[src/rtl/vlsu_mem_seq_pkg.sv]
// Shared types and constants for the vector memory sequencer.
// Package vlsu_pkg: FSM state encoding and bus constants.
package vlsu_pkg;

  typedef enum logic [2:0] {
    S_IDLE,
    S_FETCH,
    S_REQ,
    S_WAIT,
    S_DONE
  } state_e;

  localparam logic [3:0]  BE_FULL    = 4'hF;
  localparam int unsigned WORD_BYTES = 4;

endpackage

[src/rtl/vlsu_mem_seq_if.sv]
// Command, store-data, load-data and downstream arbiter bundle.
// slave: the sequencer; master: the command issuer / memory side.
interface vlsu_mem_seq_if #(
  parameter int unsigned LEN_W = 8
) ();

  logic             cmd_valid_i;
  logic             cmd_ready_o;
  logic             cmd_store_i;
  logic [31:0]      cmd_base_i;
  logic [31:0]      cmd_stride_i;
  logic [LEN_W-1:0] cmd_len_i;

  logic             wdata_valid_i;
  logic             wdata_ready_o;
  logic [31:0]      wdata_i;

  logic             rdata_valid_o;
  logic [31:0]      rdata_o;
  logic             done_o;
  logic             err_o;

  logic             vdata_req_o;
  logic             vdata_we_o;
  logic [3:0]       vdata_be_o;
  logic [31:0]      vdata_addr_o;
  logic [31:0]      vdata_wdata_o;
  logic             vdata_gnt_i;
  logic             vdata_rvalid_i;
  logic             vdata_err_i;
  logic [31:0]      vdata_rdata_i;

  logic             vect_pending_load_o;
  logic             vect_pending_store_o;

  modport slave (
    input  cmd_valid_i, cmd_store_i, cmd_base_i,
    input  cmd_stride_i, cmd_len_i,
    output cmd_ready_o,
    input  wdata_valid_i, wdata_i,
    output wdata_ready_o,
    output rdata_valid_o, rdata_o, done_o, err_o,
    output vdata_req_o, vdata_we_o, vdata_be_o,
    output vdata_addr_o, vdata_wdata_o,
    input  vdata_gnt_i, vdata_rvalid_i,
    input  vdata_err_i, vdata_rdata_i,
    output vect_pending_load_o, vect_pending_store_o
  );

  modport master (
    output cmd_valid_i, cmd_store_i, cmd_base_i,
    output cmd_stride_i, cmd_len_i,
    input  cmd_ready_o,
    output wdata_valid_i, wdata_i,
    input  wdata_ready_o,
    input  rdata_valid_o, rdata_o, done_o, err_o,
    input  vdata_req_o, vdata_we_o, vdata_be_o,
    input  vdata_addr_o, vdata_wdata_o,
    output vdata_gnt_i, vdata_rvalid_i,
    output vdata_err_i, vdata_rdata_i,
    input  vect_pending_load_o, vect_pending_store_o
  );

endinterface

[src/rtl/vlsu_mem_seq_addr_gen.sv]
// Word address generator: base load, per-word advance, word alignment.
// VLSU_MEM_SEQ_STRIDE_EN selects programmable stride vs fixed +4.
module vlsu_addr_gen
  import vlsu_pkg::*;
(
  input  logic        clk_i,
  input  logic        rst_ni,
  input  logic        load_i,
  input  logic [29:0] base_i,
`ifdef VLSU_MEM_SEQ_STRIDE_EN
  input  logic [29:0] stride_i,
`endif
  input  logic        step_i,
  output logic [31:0] addr_o
);

  logic [29:0] waddr_q;
  logic [29:0] inc;

`ifdef VLSU_MEM_SEQ_STRIDE_EN
  logic [29:0] stride_q;
  assign inc = stride_q;

  always_ff @(posedge clk_i or negedge rst_ni) begin
    if (!rst_ni) begin
      stride_q <= '0;
    end else if (load_i) begin
      stride_q <= stride_i;
    end
  end
`else
  assign inc = 30'(WORD_BYTES / 4);
`endif

  // Base is aligned, so adding word-granular stride keeps bits [1:0] zero.
  always_ff @(posedge clk_i or negedge rst_ni) begin
    if (!rst_ni) begin
      waddr_q <= '0;
    end else if (load_i) begin
      waddr_q <= base_i;
    end else if (step_i) begin
      waddr_q <= waddr_q + inc;
    end
  end

  assign addr_o = {waddr_q, 2'b00};

endmodule

[src/rtl/vlsu_mem_seq.sv]
// Vector load/store sequencer: one word access at a time to the arbiter.
// VLSU_MEM_SEQ_STRIDE_EN enables programmable byte stride.
module vlsu_mem_seq
  import vlsu_pkg::*;
#(
  parameter int unsigned LEN_W = 8
) (
  input logic           clk_i,
  input logic           rst_ni,
  vlsu_mem_seq_if.slave bus
);

  state_e           state_q, state_d;
  logic             store_q;
  logic [LEN_W-1:0] rem_q;
  logic [31:0]      wbuf_q;
  logic             err_q;
  logic             rvld_q;
  logic [31:0]      rdata_q;
  logic [31:0]      addr;
  logic             accept;
  logic             resp;
  logic             last;
  logic             busy;
  logic             unused_bits;

  assign accept = (state_q == S_IDLE) & bus.cmd_valid_i;
  assign resp   = (state_q == S_WAIT) & bus.vdata_rvalid_i;
  assign last   = (rem_q == LEN_W'(1));
  assign busy   = (state_q != S_IDLE);

  always_comb begin
    state_d = state_q;
    unique case (state_q)
      S_IDLE: begin
        if (bus.cmd_valid_i) begin
          if (bus.cmd_len_i == '0) state_d = S_DONE;
          else if (bus.cmd_store_i) state_d = S_FETCH;
          else state_d = S_REQ;
        end
      end
      S_FETCH: if (bus.wdata_valid_i) state_d = S_REQ;
      S_REQ:   if (bus.vdata_gnt_i) state_d = S_WAIT;
      S_WAIT: begin
        if (bus.vdata_rvalid_i) begin
          if (last | bus.vdata_err_i) state_d = S_DONE;
          else if (store_q) state_d = S_FETCH;
          else state_d = S_REQ;
        end
      end
      S_DONE:  state_d = S_IDLE;
      default: state_d = S_IDLE;
    endcase
  end

  always_ff @(posedge clk_i or negedge rst_ni) begin
    if (!rst_ni) begin
      state_q <= S_IDLE;
      store_q <= 1'b0;
      rem_q   <= '0;
      wbuf_q  <= '0;
      err_q   <= 1'b0;
      rvld_q  <= 1'b0;
      rdata_q <= '0;
    end else begin
      state_q <= state_d;
      rvld_q  <= resp & ~store_q;
      if (resp & ~store_q) rdata_q <= bus.vdata_rdata_i;
      if (accept) begin
        store_q <= bus.cmd_store_i;
        rem_q   <= bus.cmd_len_i;
        err_q   <= 1'b0;
      end else if (resp) begin
        rem_q <= rem_q - LEN_W'(1);
        if (bus.vdata_err_i) err_q <= 1'b1;
      end
      if ((state_q == S_FETCH) & bus.wdata_valid_i) begin
        wbuf_q <= bus.wdata_i;
      end
    end
  end

  vlsu_addr_gen u_addr_gen (
    .clk_i    (clk_i),
    .rst_ni   (rst_ni),
    .load_i   (accept),
    .base_i   (bus.cmd_base_i[31:2]),
`ifdef VLSU_MEM_SEQ_STRIDE_EN
    .stride_i (bus.cmd_stride_i[31:2]),
`endif
    .step_i   (resp),
    .addr_o   (addr)
  );

`ifdef VLSU_MEM_SEQ_STRIDE_EN
  assign unused_bits = ^{bus.cmd_base_i[1:0], bus.cmd_stride_i[1:0]};
`else
  assign unused_bits = ^{bus.cmd_base_i[1:0], bus.cmd_stride_i};
`endif

  assign bus.cmd_ready_o   = (state_q == S_IDLE);
  assign bus.wdata_ready_o = (state_q == S_FETCH);
  assign bus.rdata_valid_o = rvld_q;
  assign bus.rdata_o       = rdata_q;
  assign bus.done_o        = (state_q == S_DONE);
  assign bus.err_o         = err_q;

  assign bus.vdata_req_o   = (state_q == S_REQ);
  assign bus.vdata_we_o    = (state_q == S_REQ) & store_q;
  assign bus.vdata_be_o    = (state_q == S_REQ) ? BE_FULL : 4'h0;
  assign bus.vdata_addr_o  = addr;
  assign bus.vdata_wdata_o = wbuf_q;

  assign bus.vect_pending_load_o  = busy & ~store_q;
  assign bus.vect_pending_store_o = busy & store_q;

endmodule

[src/flat_wrapper.sv]
// flat-port wrapper written by rule: the top's interface ports become plain ports
module vlsu_mem_seq_flat import vlsu_pkg::*;
#(
  parameter int unsigned LEN_W = 8
)
  (clk_i, rst_ni, bus_cmd_valid_i, bus_cmd_store_i, bus_cmd_base_i, bus_cmd_stride_i, bus_cmd_len_i, bus_cmd_ready_o, bus_wdata_valid_i, bus_wdata_i, bus_wdata_ready_o, bus_rdata_valid_o, bus_rdata_o, bus_done_o, bus_err_o, bus_vdata_req_o, bus_vdata_we_o, bus_vdata_be_o, bus_vdata_addr_o, bus_vdata_wdata_o, bus_vdata_gnt_i, bus_vdata_rvalid_i, bus_vdata_err_i, bus_vdata_rdata_i, bus_vect_pending_load_o, bus_vect_pending_store_o);
  vlsu_mem_seq_if #(.LEN_W(LEN_W)) bus_i ();
  input logic clk_i;
  input logic rst_ni;
  input wire logic [$bits(bus_i.cmd_valid_i)-1:0] bus_cmd_valid_i;
  input wire logic [$bits(bus_i.cmd_store_i)-1:0] bus_cmd_store_i;
  input wire logic [$bits(bus_i.cmd_base_i)-1:0] bus_cmd_base_i;
  input wire logic [$bits(bus_i.cmd_stride_i)-1:0] bus_cmd_stride_i;
  input wire logic [$bits(bus_i.cmd_len_i)-1:0] bus_cmd_len_i;
  output wire logic [$bits(bus_i.cmd_ready_o)-1:0] bus_cmd_ready_o;
  input wire logic [$bits(bus_i.wdata_valid_i)-1:0] bus_wdata_valid_i;
  input wire logic [$bits(bus_i.wdata_i)-1:0] bus_wdata_i;
  output wire logic [$bits(bus_i.wdata_ready_o)-1:0] bus_wdata_ready_o;
  output wire logic [$bits(bus_i.rdata_valid_o)-1:0] bus_rdata_valid_o;
  output wire logic [$bits(bus_i.rdata_o)-1:0] bus_rdata_o;
  output wire logic [$bits(bus_i.done_o)-1:0] bus_done_o;
  output wire logic [$bits(bus_i.err_o)-1:0] bus_err_o;
  output wire logic [$bits(bus_i.vdata_req_o)-1:0] bus_vdata_req_o;
  output wire logic [$bits(bus_i.vdata_we_o)-1:0] bus_vdata_we_o;
  output wire logic [$bits(bus_i.vdata_be_o)-1:0] bus_vdata_be_o;
  output wire logic [$bits(bus_i.vdata_addr_o)-1:0] bus_vdata_addr_o;
  output wire logic [$bits(bus_i.vdata_wdata_o)-1:0] bus_vdata_wdata_o;
  input wire logic [$bits(bus_i.vdata_gnt_i)-1:0] bus_vdata_gnt_i;
  input wire logic [$bits(bus_i.vdata_rvalid_i)-1:0] bus_vdata_rvalid_i;
  input wire logic [$bits(bus_i.vdata_err_i)-1:0] bus_vdata_err_i;
  input wire logic [$bits(bus_i.vdata_rdata_i)-1:0] bus_vdata_rdata_i;
  output wire logic [$bits(bus_i.vect_pending_load_o)-1:0] bus_vect_pending_load_o;
  output wire logic [$bits(bus_i.vect_pending_store_o)-1:0] bus_vect_pending_store_o;
  assign bus_i.cmd_valid_i = bus_cmd_valid_i;
  assign bus_i.cmd_store_i = bus_cmd_store_i;
  assign bus_i.cmd_base_i = bus_cmd_base_i;
  assign bus_i.cmd_stride_i = bus_cmd_stride_i;
  assign bus_i.cmd_len_i = bus_cmd_len_i;
  assign bus_cmd_ready_o = bus_i.cmd_ready_o;
  assign bus_i.wdata_valid_i = bus_wdata_valid_i;
  assign bus_i.wdata_i = bus_wdata_i;
  assign bus_wdata_ready_o = bus_i.wdata_ready_o;
  assign bus_rdata_valid_o = bus_i.rdata_valid_o;
  assign bus_rdata_o = bus_i.rdata_o;
  assign bus_done_o = bus_i.done_o;
  assign bus_err_o = bus_i.err_o;
  assign bus_vdata_req_o = bus_i.vdata_req_o;
  assign bus_vdata_we_o = bus_i.vdata_we_o;
  assign bus_vdata_be_o = bus_i.vdata_be_o;
  assign bus_vdata_addr_o = bus_i.vdata_addr_o;
  assign bus_vdata_wdata_o = bus_i.vdata_wdata_o;
  assign bus_i.vdata_gnt_i = bus_vdata_gnt_i;
  assign bus_i.vdata_rvalid_i = bus_vdata_rvalid_i;
  assign bus_i.vdata_err_i = bus_vdata_err_i;
  assign bus_i.vdata_rdata_i = bus_vdata_rdata_i;
  assign bus_vect_pending_load_o = bus_i.vect_pending_load_o;
  assign bus_vect_pending_store_o = bus_i.vect_pending_store_o;
  vlsu_mem_seq #(.LEN_W(LEN_W)) u_core (.clk_i(clk_i), .rst_ni(rst_ni), .bus(bus_i));
endmodule
[config.mk]
export PLATFORM = sky130hd
export DESIGN_NAME = vlsu_mem_seq_flat
export DESIGN_NICKNAME = d
export VERILOG_FILES = /design/src/rtl/vlsu_mem_seq_pkg.sv /design/src/rtl/vlsu_mem_seq_if.sv /design/src/rtl/vlsu_mem_seq_addr_gen.sv /design/src/rtl/vlsu_mem_seq.sv /design/src/flat_wrapper.sv
export SDC_FILE = /design/constraint.sdc
export NUM_CORES = 1
export LEC_CHECK = 0
export BUFFER_PORTS_ARGS = -buffer_cell sky130_fd_sc_hd__buf_4
export CAP_MARGIN = 20
export CORE_ASPECT_RATIO = 0.8
export CORE_UTILIZATION = 42
export CTS_CLUSTER_DIAMETER = 80
export DETAILED_ROUTE_END_ITERATION = 7
export GPL_TIMING_DRIVEN = 1
export PLACE_DENSITY = 0.76
export SETUP_SLACK_MARGIN = 0.5
export SYNTH_ARGS = -nofsm -noshare
export SYNTH_HDL_FRONTEND = slang
export SYNTH_SLANG_ARGS = --single-unit
[constraint.sdc]
create_clock -name clk_i -period 1.8 [get_ports clk_i]
set_clock_uncertainty 0.05 [all_clocks]
set_input_delay 0 -clock clk_i [delete_from_list [all_inputs] [get_ports clk_i]]
set_output_delay 0 -clock clk_i [all_outputs]
set_load 0.02 [all_outputs]
; After elaboration in Yosys (flattened, before gate mapping)
; Cells that the tools add are included.
[totals]
register_bits = 108
[op_classes]
n_addsub = 2
eq_ne = 9
muxes = 17
bitwise_logic = 9
reduce_logical = 7
[ops]
columns = cell, n
row1 = 2-to-1 mux 30 bit, 2
row2 = adder 30 x 1 -> 30 bit (second input constant), 1
row3 = 2-to-1 mux 3 bit, 6
row4 = 2-to-1 mux 8 bit, 2
row5 = case mux 3 bit (4 select lines), 1
row6 = == test 8 x 1 -> 1 bit (second input constant), 1
row7 = zero test 8 bit, 1
row8 = subtractor 8 x 1 -> 8 bit (second input constant), 1
row9 = bitwise AND 1 bit, 7
row10 = == test 3 x 2 -> 1 bit (second input constant), 2
row11 = != test 2 bit (second input constant), 3
row12 = 2-to-1 mux 2 bit, 2
row13 = 2-to-1 mux 4 bit, 1
row14 = AND reduction 4 bit, 1
row15 = nonzero test 2 bit, 2
row16 = == test 3 x 1 -> 1 bit (second input constant), 1
row17 = == test 3 bit (second input constant), 1
row18 = zero test 3 bit, 1
row19 = 2-to-1 mux 1 bit, 3
row20 = nonzero test 3 bit, 1
row21 = != test 2 x 1 -> 1 bit (second input constant), 1
row22 = AND reduction 2 bit, 1
row23 = NOT 1 bit, 1
row24 = bitwise OR 1 bit, 1

; Longest topological paths before layout
[logic_depth]
depth_word = 5
depth_mapped = 7

; By module
; A second synthesis with hierarchy kept.
[unflattened]
cells_unflattened = 442
area_unflattened_um2 = 5039.8
[by_module_without_submodules]
columns = mod, instances, cells_per_inst, area_per_inst_um2
row1 = vlsu_mem_seq, 1, 240, 3278.1
row2 = vlsu_addr_gen, 1, 202, 1761.7

; Least setup slack after synthesis
; No wires, ideal clock.
[synth_timing]
path_type = register to register
start = reg u_core.state_q[0]
end = reg u_core.wbuf_q[10], in the netlist u_core.bus.vdata_wdata_o[10]
t_arrival_ns = 1.971
setup_slack_ns = -0.345
path_stages_with_launch = 6
path_cell_list = dfrtp_1 nor3b_1 and2_1 clkbuf_1 buf_2 mux2_2
[synth_via]
elab_chain_len = 2
[synth_rtl]
columns = item, line_no
row1 = from (decl), vlsu_mem_seq.sv:13  ; state_e state_q, state_d;
row2 = from (signal assigned), vlsu_mem_seq.sv:66  ; state_q <= state_d;
row3 = == test 3 x 1 -> 1 bit, n/a
row4 = net bus_wdata_ready_o, flat_wrapper.sv:18  ; output wire logic [$bits(bus_i.wdata_ready_o)-1:0] bus_wdata_ready_o;
row5 = bitwise AND 1 bit, vlsu_mem_seq.sv:77  ; if ((state_q == S_FETCH) & bus.wdata_valid_i) begin
row6 = to (signal assigned), vlsu_mem_seq.sv:78  ; wbuf_q <= bus.wdata_i;
row7 = to (decl), vlsu_mem_seq.sv:16  ; logic [31:0] wbuf_q;
; The timed path passes the listed nets, and every way through them passes these cells.
; A chain may end at the register's enable or synchronous reset.

; Worst setup path after layout
[layout_timing]
start = reg u_core.u_addr_gen.waddr_q[1]
end = reg u_core.u_addr_gen.waddr_q[16]
[layout_via]
elab_chain_len = 3
[layout_rtl]
columns = item, line_no
row1 = from (decl), vlsu_mem_seq_addr_gen.sv:17  ; logic [29:0] waddr_q;
row2 = from (signal assigned), vlsu_mem_seq_addr_gen.sv:40  ; waddr_q <= base_i;
row3 = from (signal assigned), vlsu_mem_seq_addr_gen.sv:42  ; waddr_q <= waddr_q + inc;
row4 = adder 30 x 1 -> 30 bit, vlsu_mem_seq_addr_gen.sv:42
row5 = 2-to-1 mux 30 bit, vlsu_mem_seq_addr_gen.sv:41  ; end else if (step_i) begin
row6 = 2-to-1 mux 30 bit, vlsu_mem_seq_addr_gen.sv:39  ; end else if (load_i) begin
; No other way between the ends. The select of a mux whose other input is x is not followed.

==> flow_summary.yaml <==
routing:
  drtIter0Drc: 425
  routed_wl_mm: 26.0
  vias_per_cell: 5.89
  drc_errors: 0
  drt_first_pass_iters: 4
  dr_total_vias: 6066
  wl_per_cell_um: 25.2
  antenna_left: 0
die:
  die-width_um: 124
  die_area_sq_um: 12400
  boundaryPins: 253
  core_sq_um: 11600
  dieHeight_um: 99.8
  num_rows: 35
  start_util_pct: 43.5
layout:
  syn_to_final_growth_pct: 105
  drive_gt1_share_pct: 59.1
  nFillCells: 467
  fin_nets: 1022
  final_area_sq_um: 10300
min_path:
  min_path_type: "primary input to asynchronous set/reset pin"
grt:
  grt_overflow: 0
  grt_max_degree: 54
  grt_pass1_wl_mm: 30.8
  grt_use_total_pct: 32.1
  antenna_found_initial: 2
  grt_pass1_vias: 5663
setup_path:
  worstPathArrival_ns: 2.14
  r2r_cells: 8
  critPathKind: "flip-flop to flip-flop"
  start_kind: "flip-flop"
  crit_path_end_kind: "flip-flop"
  crit_fanout: 5
  crit_required_ns: 2.00
sta:
  hold_ws_ns: 0.0556
  fin_ws_ns: -0.143
  clock.fmax_mhz: 515
  finalWorstPathRequiredPeriod_ns: 1.94
  drv_slew: 0
  setup_viol: 55
  hold_viol: 0
  period_share_pct: 108
  rsz0062_at_grt: "yes"
placed_design:
  gp_congestion: 0.871
  hpwl_mm: 10.9
  port_buffers: 216
  dpl_cell_area_sq_um: 7330
clock_network:
  worstSkewPairLatency_ns: 0.36
  htree_levels: 3
  cts_max_path_buffers: 2
  cts_sinks: 108
  cts_tree: "done"
  cts_root_buf: "clkbuf_16"
  clkTransAtPathRegs_ns: 0.08
  numCtsBuffers: 9
synth:
  synthMostInstantiatedCell: "dfrtp_1"
  synth.top_cells.by_area: "dfrtp_1 54%, mux2_2 14%, nand2_1 3.8%, o21ai_0 2.3%, xnor2_1 1.7%"
  post-synth-top-area-cell: "dfrtp_1"
  synth_common_cells: "108 x dfrtp_1, 64 x mux2_2, 51 x nand2_1, 23 x nor2_1, 23 x o21ai_0"
  synth-seq-area-share_pct: 53.8
  synth.avg_cell_area_sq_um: 11.2
  synth_edf_count: 0
  synthCells: 450
  ys_ff_latch: 108
  ys.flop_type: "dfrtp_1"
  netlist_area_sq_um: 5020
  synth_top_area_share_pct: 53.8
  yosysWarnings: 0
  ys_types: 49
  async_flop_share_pct: 100
outcome:
  status: "finished with violations"
  violations: "negative setup slack"
run:
  max_cap_viol_count: 0
power_and_ir_drop:
  power_density_nw_per_um2: 1730
  power_leakage_nw: 4.77
  ir_drop_mv: 1.34
[routing by layer]
metal | GRT usage (%) | up-vias | routed length, um
met2 | 56.4 | 480 | 12600
met5 | 0 | - | 0
met4 | 16.9 | 0 | 1900
met1 | 37.7 | 2950 | 9230
met3 | 6.18 | 173 | 2230
li1 | - | 2463 | -
[stage by stage]
stage                     utilization (%)  setup TNS [ns]  total power [mW]  setup slack [ns]  std cells
final                                89.2           -2.52              17.9            -0.143       1030
after global routing                 89.2           -5.37              18.4            -0.174       1030
after detailed placement             63.4         -0.0149              12.0          -0.00892        833
after global placement               63.4               0              11.7            0.0256        833
after floorplan                         -           -2.58              8.73            -0.108        451
after CTS                            81.7        -0.00447              15.4          -0.00447        992
[report_power, final]
group	internal (mW)	switching, mW	total (mW)
Sequential	3.65	1.19	4.83
Clock	0.979	1.02	2.00
Combinational	5.54	5.50	11.0
Total	10.2	7.71	17.9
[worst max-delay path, cell delays in order, from the launching register on]
cell,delay [ns]
dfrtp_2,0.41
ha_4,0.18
nand4_1,0.22
buf_4,0.23
nor2_4,0.09
buf_6,0.14
nand4_1,0.13
xor2_1,0.27
o21ai_2,0.10
[what timing repair did]
action,in CTS,in global routing
pin swaps,25,44
endpoints found under the setup margin,119,120
gates resized for setup,88,119
hold buffers,108,0
gates cloned,10,5
endpoints found under the hold margin,214,0
buffers inserted,25,31
[sequential cells by signal (all words and copies together), names as in the netlist]
name	cells
u_core.bus.err_o	1
u_core.bus.rdata_valid_o	1
u_core.bus.vdata_wdata_o	32
u_core.rem_q	8
u_core.bus.rdata_o	32
u_core.state_q	3
u_core.u_addr_gen.waddr_q	30
u_core.store_q	1
[layout by cell type (no fill, tap or decap), types with 9 or more instances in the layout]
| master | instances |
|---|---|
| dfrtp_1 | 94 |
| nand3_1 | 9 |
| dfrtp_2 | 14 |
| nand4_1 | 12 |
| buf_12 | 10 |
| o21ai_1 | 21 |
| buf_4 | 265 |
| nand2_1 | 37 |
| mux2_4 | 42 |
| buf_6 | 40 |
| a21oi_1 | 10 |
| clkbuf_16 | 14 |
| inv_1 | 9 |
| dlygate4sd3_1 | 108 |
| mux2_2 | 22 |
| nor2_4 | 9 |
[cell families after synthesis]
family | count (synthesis) | share of synthesized area [%]
other | 1 | 0.0746
XOR/XNOR | 18 | 3.14
AND/OR/NAND/NOR | 151 | 15.8
AO/OA/AOI/OAI | 67 | 8.27
flip-flops | 108 | 53.8
adder cells (fa/ha/maj) | 3 | 0.747
multiplexers | 65 | 14.5
buffers and inverters | 37 | 3.59
[final cells by class]
class	count	area, sq um	area share, %
well taps	148	185	1.80
diodes	2	5.00	0.0485
flip-flops and latches	108	2720	26.4
repair buffers	441	4160	40.3
clock inverters	7	65.1	0.631
clock buffers	9	225	2.18
multi-input cells	306	2920	28.3
inverters	9	33.8	0.328
[path summary, 6_finish.rpt]
path / start / to / slack [ns]
max in group asynchronous: rst_ni / u_core.bus.rdata_o[28] / 0.90
max: u_core.u_addr_gen.waddr_q[1] / u_core.u_addr_gen.waddr_q[16] / -0.14
max reg2reg: u_core.u_addr_gen.waddr_q[1] / u_core.u_addr_gen.waddr_q[16] / -0.14
min in group clk_i: bus_cmd_len_i[7] / u_core.state_q[2] / 0.14
min: rst_ni / u_core.bus.rdata_o[14] / 0.06
min reg2reg: u_core.bus.rdata_o[16] / u_core.bus.rdata_o[16] / 0.47
Note: power is estimated with default switching activity, not from simulation.
